[src/rtl/vpa_sync_cycle.sv]
// -----------------------------------------------------------------------------
// vpa_sync_cycle
//
// Completes 6800-style synchronous (nVPA-terminated) bus cycles on behalf of
// the Pi access state machine. Once the access FSM has asserted AS and hands
// the cycle over with START, this block:
//   - tracks the E-clock phase (ecnt) from CLK_7M falling-edge strobes,
//     resynchronising on every sampled rising edge of ECLK,
//   - drops the cycle again when the peripheral answered with DTACK
//     (nVPA still high),
//   - asserts VMA in the allowed slot of the E period,
//   - captures read data on the last 7M falling edge of E high,
//   - pulses DONE once E has fallen, so AS/DS may be negated,
//   - holds VMA until the access FSM reports RELEASE.
//
// Ports
//   SYSCLK        in   system clock (sole clock)
//   nRESET        in   asynchronous active-low reset
//   MCCLK_FALLING in   one-SYSCLK strobe per CLK_7M falling edge
//   ECLK          in   E clock, asynchronous to SYSCLK
//   nVPA          in   raw Amiga nVPA, asynchronous to SYSCLK
//   START         in   pulse: AS asserted, cycle awaiting termination
//   IS_READ       in   direction of the pending cycle, sampled on START
//   D_IN[15:0]    in   synchronised data bus
//   RELEASE       in   level: access FSM has negated AS/DS
//   ABORT         in   pulse: bus error / reset abort
//   VMA_DRIVE     out  drive nVMA low
//   BUSY          out  block owns the cycle
//   DONE          out  one-cycle pulse: cycle complete
//   DATA_OUT[15:0]out  latched read data, valid from DONE until next START
//   ECNT[3:0]     out  current E phase counter
// -----------------------------------------------------------------------------
module vpa_sync_cycle #(
  parameter int E_PERIOD     = 10,
  parameter int E_HIGH_START = 6,
  parameter int VMA_SLOT     = 2
) (
  input  logic        SYSCLK,
  input  logic        nRESET,
  input  logic        MCCLK_FALLING,
  input  logic        ECLK,
  input  logic        nVPA,
  input  logic        START,
  input  logic        IS_READ,
  input  logic [15:0] D_IN,
  input  logic        RELEASE,
  input  logic        ABORT,
  output logic        VMA_DRIVE,
  output logic        BUSY,
  output logic        DONE,
  output logic [15:0] DATA_OUT,
  output logic [3:0]  ECNT
);

  // Phase counter landmarks, pre-increment values seen on a 7M falling strobe.
  localparam logic [3:0] ECNT_LAST  = 4'(E_PERIOD - 1);   // last E-high edge
  localparam logic [3:0] ECNT_HIGH  = 4'(E_HIGH_START);   // E rising
  localparam logic [3:0] ECNT_VMA   = 4'(VMA_SLOT);       // last VMA slot
  localparam logic [3:0] ECNT_EFALL = 4'd0;               // E has fallen

  typedef enum logic [2:0] {
    ST_IDLE     = 3'd0,
    ST_ARM      = 3'd1,
    ST_WAIT_VMA = 3'd2,
    ST_VMA_ON   = 3'd3,
    ST_LATCH    = 3'd4,
    ST_DONE     = 3'd5,
    ST_HOLD     = 3'd6
  } state_t;

  // ---------------------------------------------------------------------------
  // Synchronisers and phase tracking
  // ---------------------------------------------------------------------------
  (* async_reg = "true" *) logic eclk_meta_r;
  (* async_reg = "true" *) logic eclk_sync_r;
  (* async_reg = "true" *) logic nvpa_meta_r;
  (* async_reg = "true" *) logic nvpa_sync_r;

  logic       e_prev_r;
  logic       e_prev_next_s;
  logic [3:0] ecnt_r;
  logic [3:0] ecnt_next_s;
  logic       e_rise_s;

  // Next phase value for one 7M falling edge; an E rising edge re-aligns the
  // counter to the start of E high and wins over the normal wrap.
  function automatic logic [3:0] ecnt_step(input logic [3:0] cur,
                                           input logic       rise);
    logic [3:0] nxt;
    if (rise) begin
      nxt = ECNT_HIGH;
    end else if (cur == ECNT_LAST) begin
      nxt = 4'd0;
    end else begin
      nxt = cur + 4'd1;
    end
    return nxt;
  endfunction

  // Two-flop synchronisers for the asynchronous ECLK and nVPA inputs.
  always_ff @(posedge SYSCLK or negedge nRESET) begin
    if (!nRESET) begin
      eclk_meta_r <= 1'b0;
      eclk_sync_r <= 1'b0;
      nvpa_meta_r <= 1'b0;
      nvpa_sync_r <= 1'b0;
    end else begin
      eclk_meta_r <= ECLK;
      eclk_sync_r <= eclk_meta_r;
      nvpa_meta_r <= nVPA;
      nvpa_sync_r <= nvpa_meta_r;
    end
  end

  // E is only looked at on 7M falling strobes, so a rise is detected between
  // two consecutive strobe samples.
  assign e_rise_s = ~e_prev_r & eclk_sync_r;

  // Phase counter and ECLK strobe sample next-state; both run in every state.
  always_comb begin
    e_prev_next_s = e_prev_r;
    ecnt_next_s   = ecnt_r;
    if (MCCLK_FALLING) begin
      e_prev_next_s = eclk_sync_r;
      ecnt_next_s   = ecnt_step(ecnt_r, e_rise_s);
    end else begin
      e_prev_next_s = e_prev_r;
      ecnt_next_s   = ecnt_r;
    end
  end

  // Phase counter and ECLK strobe sample registers.
  always_ff @(posedge SYSCLK or negedge nRESET) begin
    if (!nRESET) begin
      e_prev_r <= 1'b0;
      ecnt_r   <= 4'd0;
    end else begin
      e_prev_r <= e_prev_next_s;
      ecnt_r   <= ecnt_next_s;
    end
  end

  // ---------------------------------------------------------------------------
  // Cycle FSM
  // ---------------------------------------------------------------------------
  state_t      state_r;
  state_t      state_next_s;
  logic        is_read_r;
  logic        is_read_next_s;
  logic        vma_r;
  logic        vma_next_s;
  logic        busy_r;
  logic        busy_next_s;
  logic        done_r;
  logic        done_next_s;
  logic [15:0] data_r;
  logic [15:0] data_next_s;

  // Strobe-qualified phase decodes used by the FSM (pre-increment phase).
  logic slot_vma_s;
  logic slot_last_s;
  logic slot_efall_s;

  assign slot_vma_s   = MCCLK_FALLING & (ecnt_r == ECNT_VMA);
  assign slot_last_s  = MCCLK_FALLING & (ecnt_r == ECNT_LAST);
  assign slot_efall_s = MCCLK_FALLING & (ecnt_r == ECNT_EFALL);

  // Next-state and registered-output values for the cycle FSM.
  always_comb begin
    state_next_s   = state_r;
    is_read_next_s = is_read_r;
    vma_next_s     = vma_r;
    busy_next_s    = busy_r;
    done_next_s    = 1'b0;
    data_next_s    = data_r;

    if (ABORT) begin
      // Abort wins over everything, including a START in the same cycle.
      state_next_s = ST_IDLE;
      vma_next_s   = 1'b0;
      busy_next_s  = 1'b0;
    end else begin
      case (state_r)
        ST_IDLE: begin
          if (START) begin
            is_read_next_s = IS_READ;
            busy_next_s    = 1'b1;
            state_next_s   = ST_ARM;
          end else begin
            state_next_s = ST_IDLE;
          end
        end

        ST_ARM: begin
          // nVPA still high means the peripheral used DTACK: hand back silently.
          if (nvpa_sync_r) begin
            busy_next_s  = 1'b0;
            state_next_s = ST_IDLE;
          end else begin
            state_next_s = ST_WAIT_VMA;
          end
        end

        ST_WAIT_VMA: begin
          // Missing the slot simply defers VMA to the next E period.
          if (slot_vma_s) begin
            vma_next_s   = 1'b1;
            state_next_s = ST_VMA_ON;
          end else begin
            state_next_s = ST_WAIT_VMA;
          end
        end

        ST_VMA_ON: begin
          if (slot_last_s) begin
            state_next_s = ST_LATCH;
          end else begin
            state_next_s = ST_VMA_ON;
          end
        end

        ST_LATCH: begin
          if (is_read_r) begin
            data_next_s = D_IN;
          end else begin
            data_next_s = data_r;
          end
          state_next_s = ST_DONE;
        end

        ST_DONE: begin
          if (slot_efall_s) begin
            done_next_s  = 1'b1;
            state_next_s = ST_HOLD;
          end else begin
            state_next_s = ST_DONE;
          end
        end

        ST_HOLD: begin
          if (RELEASE) begin
            vma_next_s   = 1'b0;
            busy_next_s  = 1'b0;
            state_next_s = ST_IDLE;
          end else begin
            state_next_s = ST_HOLD;
          end
        end

        default: begin
          state_next_s = ST_IDLE;
          vma_next_s   = 1'b0;
          busy_next_s  = 1'b0;
        end
      endcase
    end
  end

  // Cycle FSM state and registered outputs.
  always_ff @(posedge SYSCLK or negedge nRESET) begin
    if (!nRESET) begin
      state_r   <= ST_IDLE;
      is_read_r <= 1'b0;
      vma_r     <= 1'b0;
      busy_r    <= 1'b0;
      done_r    <= 1'b0;
      data_r    <= 16'h0000;
    end else begin
      state_r   <= state_next_s;
      is_read_r <= is_read_next_s;
      vma_r     <= vma_next_s;
      busy_r    <= busy_next_s;
      done_r    <= done_next_s;
      data_r    <= data_next_s;
    end
  end

  assign VMA_DRIVE = vma_r;
  assign BUSY      = busy_r;
  assign DONE      = done_r;
  assign DATA_OUT  = data_r;
  assign ECNT      = ecnt_r;

endmodule

[config.mk]
export PLATFORM = sky130hd
export DESIGN_NAME = vpa_sync_cycle
export DESIGN_NICKNAME = d
export VERILOG_FILES = /design/src/rtl/vpa_sync_cycle.sv
export SDC_FILE = /design/constraint.sdc
export NUM_CORES = 1
export LEC_CHECK = 0
export CORE_MARGIN = 8
export CORE_UTILIZATION = 41
export CTS_CLUSTER_DIAMETER = 100
export DETAILED_ROUTE_END_ITERATION = 7
export PLACE_DENSITY = 0.75
export SLEW_MARGIN = 40
export SYNTH_ARGS = -nofsm -noshare
export SYNTH_HDL_FRONTEND = slang
export SYNTH_SLANG_ARGS = --single-unit
[constraint.sdc]
create_clock -name SYSCLK -period 1.5 [get_ports SYSCLK]
set_clock_uncertainty 0.05 [all_clocks]
set_input_delay 0.15 -clock SYSCLK [delete_from_list [all_inputs] [get_ports SYSCLK]]
set_output_delay 0.15 -clock SYSCLK [all_outputs]
set_load 0.01 [all_outputs]
### After elaboration in Yosys (flattened, before gate mapping)

Index checks and enable logic that the tools add are counted.

* add/sub/neg operators: 1
* equal/unequal tests: 14
* multiplexer cells: 21
* bitwise operators: 6
* reduce and logical (&&, ||, !) cells: 8

Operators with widths (number)
* 3-bit one-hot mux with 7 select lines: 1
* 3-bit inequality test (second input constant): 4
* 1-bit 2-to-1 mux: 11
* 3-bit == test (second input constant): 3
* 3-bit 2-to-1 mux: 3
* 3-bit AND reduction: 3
* 4-bit 2-to-1 mux: 2
* 3-bit by 2-bit == test with 1-bit output (second input constant): 2
* 5-bit OR reduction: 1
* 4-bit by 1-bit adder with 4-bit output (second input constant): 1
* 1-bit AND: 4
* 4-bit by 2-bit == test with 1-bit output (second input constant): 1
* 4-bit == test (second input constant): 1
* 4-bit logical NOT: 1
* 2-bit 2-to-1 mux: 2
* 2-bit by 1-bit inequality test with 1-bit output (second input constant): 2
* 1-bit one-hot mux with 4 select lines: 1
* 4-bit AND reduction: 1
* 4-bit OR reduction: 1
* 3-bit by 1-bit == test with 1-bit output (second input constant): 1
* 3-bit logical NOT: 1
* 1-bit one-hot mux with 3 select lines: 1
* 1-bit NOT: 2

* register bits: 32
* input bits: 25
* output and inout bits: 23
* logic and storage cells: 62

### Longest topological paths before layout

* depth after elaboration: 5
* mapped depth: 5
* gate-level depth less buffers: 3

### Least setup slack after synthesis

Ideal clock, no wire load.

* kind: flip-flop to flip-flop
* start point: register state_r[0]
* end point: register data_r[10], in the netlist DATA_OUT[10]
* setup time: 0.125 ns
* arrival time: 1.274 ns
* required time: 1.325 ns
* slack: 0.051 ns
* stages on the path, launching flop included: 6
* buffers on the path: 2
* clock period less this slack: 1.449 ns
* path through: dfrtp_1 > buf_6 > nor3_4 > nand3_4 > buf_6 > mux2_4

* longest elaborated chain between the ends: 2

RTL lines
* start: declaration: line 146 `state_t state_r;`
* start signal: assignment: line 269 `state_r <= state_next_s;`
* 3-bit == test: line 183 `case (state_r)`
* 3-bit AND reduction (no line)
* end signal: assignment: line 274 `data_r <= data_next_s;`
* end: declaration: line 156 `logic [15:0] data_r;`

Every way passes these cells.
A chain may end at the register's enable or synchronous reset.

### Worst setup path after layout

* start point: register state_r[1]
* end point: register data_r[15], in the netlist DATA_OUT[15]

Same word-level chain as after synthesis.

==> results.sh <==
export IMPL_clock_latency_ps=330
export IMPL_drv_slew=0
export IMPL_synth_edff_count=0
export IMPL_via_count=1106
export IMPL_post_drt_wl_per_cell_um=15.49
export IMPL_swShare=0.2824
export IMPL_cp_arrival_ps=1610
export IMPL_async_flop_share=1.000
export IMPL_start_util=0.4348
export IMPL_criticalPathCategory="flip-flop to flip-flop"
export IMPL_yosysTopAreaCell="dfrtp_1"
export IMPL_ys_ff_latch=32
export IMPL_period_needed_ps=1447
export IMPL_final_nets=198
export IMPL_grt_pass1_wl_um=5733
export IMPL_pre_cts_ws_ps=-221.3
export IMPL_max_cap_violations=0
export IMPL_place_congestion=0.9031
export IMPL_syn_avg_cell_area_um2=13.04
export IMPL_core_region_area_um2=3390
export IMPL_drtPass1Iterations=4
export IMPL_worst_slack_ps=52.99
export IMPL_p_leak_uw=0.001211
export IMPL_rsz0062_at_grt="yes"
export IMPL_path_clk_slew_ps=90
export IMPL_power_frac_comb=0.275
export IMPL_power_density_nw_per_um2=952.0
export IMPL_setup_violations=0
export IMPL_p_total_uw=2063
export IMPL_synth_top_area_share=0.5433
export IMPL_hold_violations=0
export IMPL_ant_nets=0
export IMPL_syn_nets=138
export IMPL_intPower_uw=1480
export IMPL_final_cell_mix="clkdlybuf4s50_1, dfrtp_1, dlymetal6s2s_1"
export IMPL_critical_path_top_delay_family="flip-flops"
export IMPL_synth_cells=113
export IMPL_worst_hold_path_type="input port to asynchronous set/reset pin"
export IMPL_tightest_slew_ps=395.8
export IMPL_grt_use_total=0.1228
export IMPL_worstPathRequired_ps=1660
export IMPL_clock_sinks=32
export IMPL_seq_area_frac_synth=0.5433
export IMPL_first_global_vias=1220
export IMPL_cp_max_fo=16
export IMPL_cts_made_buffers=5
export IMPL_syn_cell_area_um2=1474
export IMPL_synthDistinctLibCells=38
export IMPL_die_y_um=75.96
export IMPL_grt_ovfl_total=0
export IMPL_peakVddDrop_mv=0.5294
export IMPL_outcome="complete, no violations"
export IMPL_yosys_top_cells_area="dfrtp_1, mux2_4, mux2_2"
export IMPL_ys_warnings_count=0
export IMPL_num_rows=21
export IMPL_cts_tree="done"
export IMPL_startpoint_type="flip-flop"
export IMPL_crit_chain="nor3_4 > nand3_4 > buf_12 > mux2_4"
export IMPL_die_area_um2=5769
export IMPL_routed_via_density=5.027
export IMPL_antenna_found_initial=0
export IMPL_max_stage_delay_ps=480
export IMPL_io_pins=48
export IMPL_syn2layout_area_growth_pct=47.03
export IMPL_n_antenna_cell=0
export IMPL_drive_gt1_frac=0.2586
export IMPL_end_kind="flip-flop"
export IMPL_power_share_clock=0.244
export IMPL_clock_path_buffers=2
export IMPL_grt_max_degree=33
export IMPL_fmax_mhz=691.1
export IMPL_worst_path_max_delay_cell="dfrtp_1"
export IMPL_cts_htree_levels=2
export IMPL_root_buffer="clkbuf_4"
export IMPL_dp_hpwl_um=2629
export IMPL_fin_crit_sh=0.9647
export IMPL_drt_iter0_markers=96
export IMPL_synthFlopType="dfrtp_1"
export IMPL_path_buf_inv=1
export IMPL_power_switching_uw=582.7
export IMPL_port_buffers=47
export IMPL_final_common_cell="clkdlybuf4s50_1"
export IMPL_routed_wl_um=3407
export IMPL_drc=0
export IMPL_seqPwrFrac=0.481
export IMPL_maxSlewHeadroom=0.7362
export IMPL_fin_tns_setup_ps=0
export IMPL_die_x_um=75.96
cell families after synthesis:
| group | synth area share |
|---|---|
| muxes | 0.1630 |
| and+or+nand+nor | 0.1469 |
| AOI/OAI and AO/OA | 0.1061 |
| DFF | 0.5433 |
| buffers and inverters | 0.04074 |
area by class of cell:
| class | instances | area (um2) |
|---|---|---|
| fillers | 265 | 1222 |
| flip-flops and latches | 32 | 802.0 |
| multi-input cells | 71 | 623.1 |
| repair buffers | 60 | 614.3 |
| clock buffers | 8 | 58.81 |
| well taps | 46 | 57.56 |
| inverters | 3 | 11.26 |
repair_timing:
item / in CTS / in global routing
endpoints found under the setup margin: 14 / 15
buffers inserted: 4 / 0
hold buffers: 0 / 0
gates resized for setup: 2 / 17
pin swaps: 1 / 0
power groups by stage:
| stage | combinational [uW] | sequential (uW) | clock [uW] |
|---|---|---|---|
| after detailed placement | 502 | 1030 | 0 |
| after global routing | 620 | 1000 | 558 |
| after floorplan | 226 | 1030 | 0 |
| after global placement | 483 | 1030 | 0 |
| final | 568 | 992 | 503 |
| after CTS | 570 | 990 | 526 |
metrics by stage:
stage                       util  instance area, um2  hold WS (ps)  cells
final                     0.6394                2167         154.1    220
after global routing      0.6394                2167         165.3    220
after CTS                 0.6261                2122         155.1    220
after detailed placement  0.5962                2021         285.8    208
after global placement    0.5962                2021         283.8    208
after floorplan                -                1474        -195.6    113
state kept, by name (all words and copies together), names as in the netlist:
name / count
is_read_r: 1
nvpa_sync_r: 1
eclk_sync_r: 1
eclk_meta_r: 1
BUSY: 1
VMA_DRIVE: 1
ECNT: 4
DONE: 1
state_r: 3
nvpa_meta_r: 1
e_prev_r: 1
DATA_OUT: 16
Yosys cell counts (2+ instances only):
library cell   n
nand2_1        5
a311oi_1       2
nand3b_1       2
nand3_1        6
buf_2          3
dfrtp_1       32
a21boi_0       2
o21ai_0        2
nand4_1        2
nor3b_1        3
o211ai_1       2
inv_1          3
nand2b_1       2
mux2_2         8
o21ba_2        2
nor2b_1        5
mux2_4        10
buf_6          2
layer usage:
layer | GRT usage | vias to the layer above | wire length [um]
met5 | 0 | - | 0
met4 | 0.04706 | 0 | 68
met3 | 0.07193 | 7 | 325
met2 | 0.1902 | 50 | 1498
met1 | 0.1345 | 521 | 1515
li1 | - | 528 | -
worst paths after layout:
kind | from | end | slack, ps | depth (start not counted)
setup / recovery | state_r[1] | DATA_OUT[15] | 50 | 4
hold / removal | nRESET | ECNT[3] | 150 | 2
setup reg to reg | state_r[1] | DATA_OUT[15] | 50 | 4
hold reg to reg | eclk_meta_r | eclk_sync_r | 300 | 0
max in group asynchronous | nRESET | ECNT[2] | 940 | 2
min in group SYSCLK | ECLK | eclk_meta_r | 220 | 1
(Power assumes the default switching activity.)
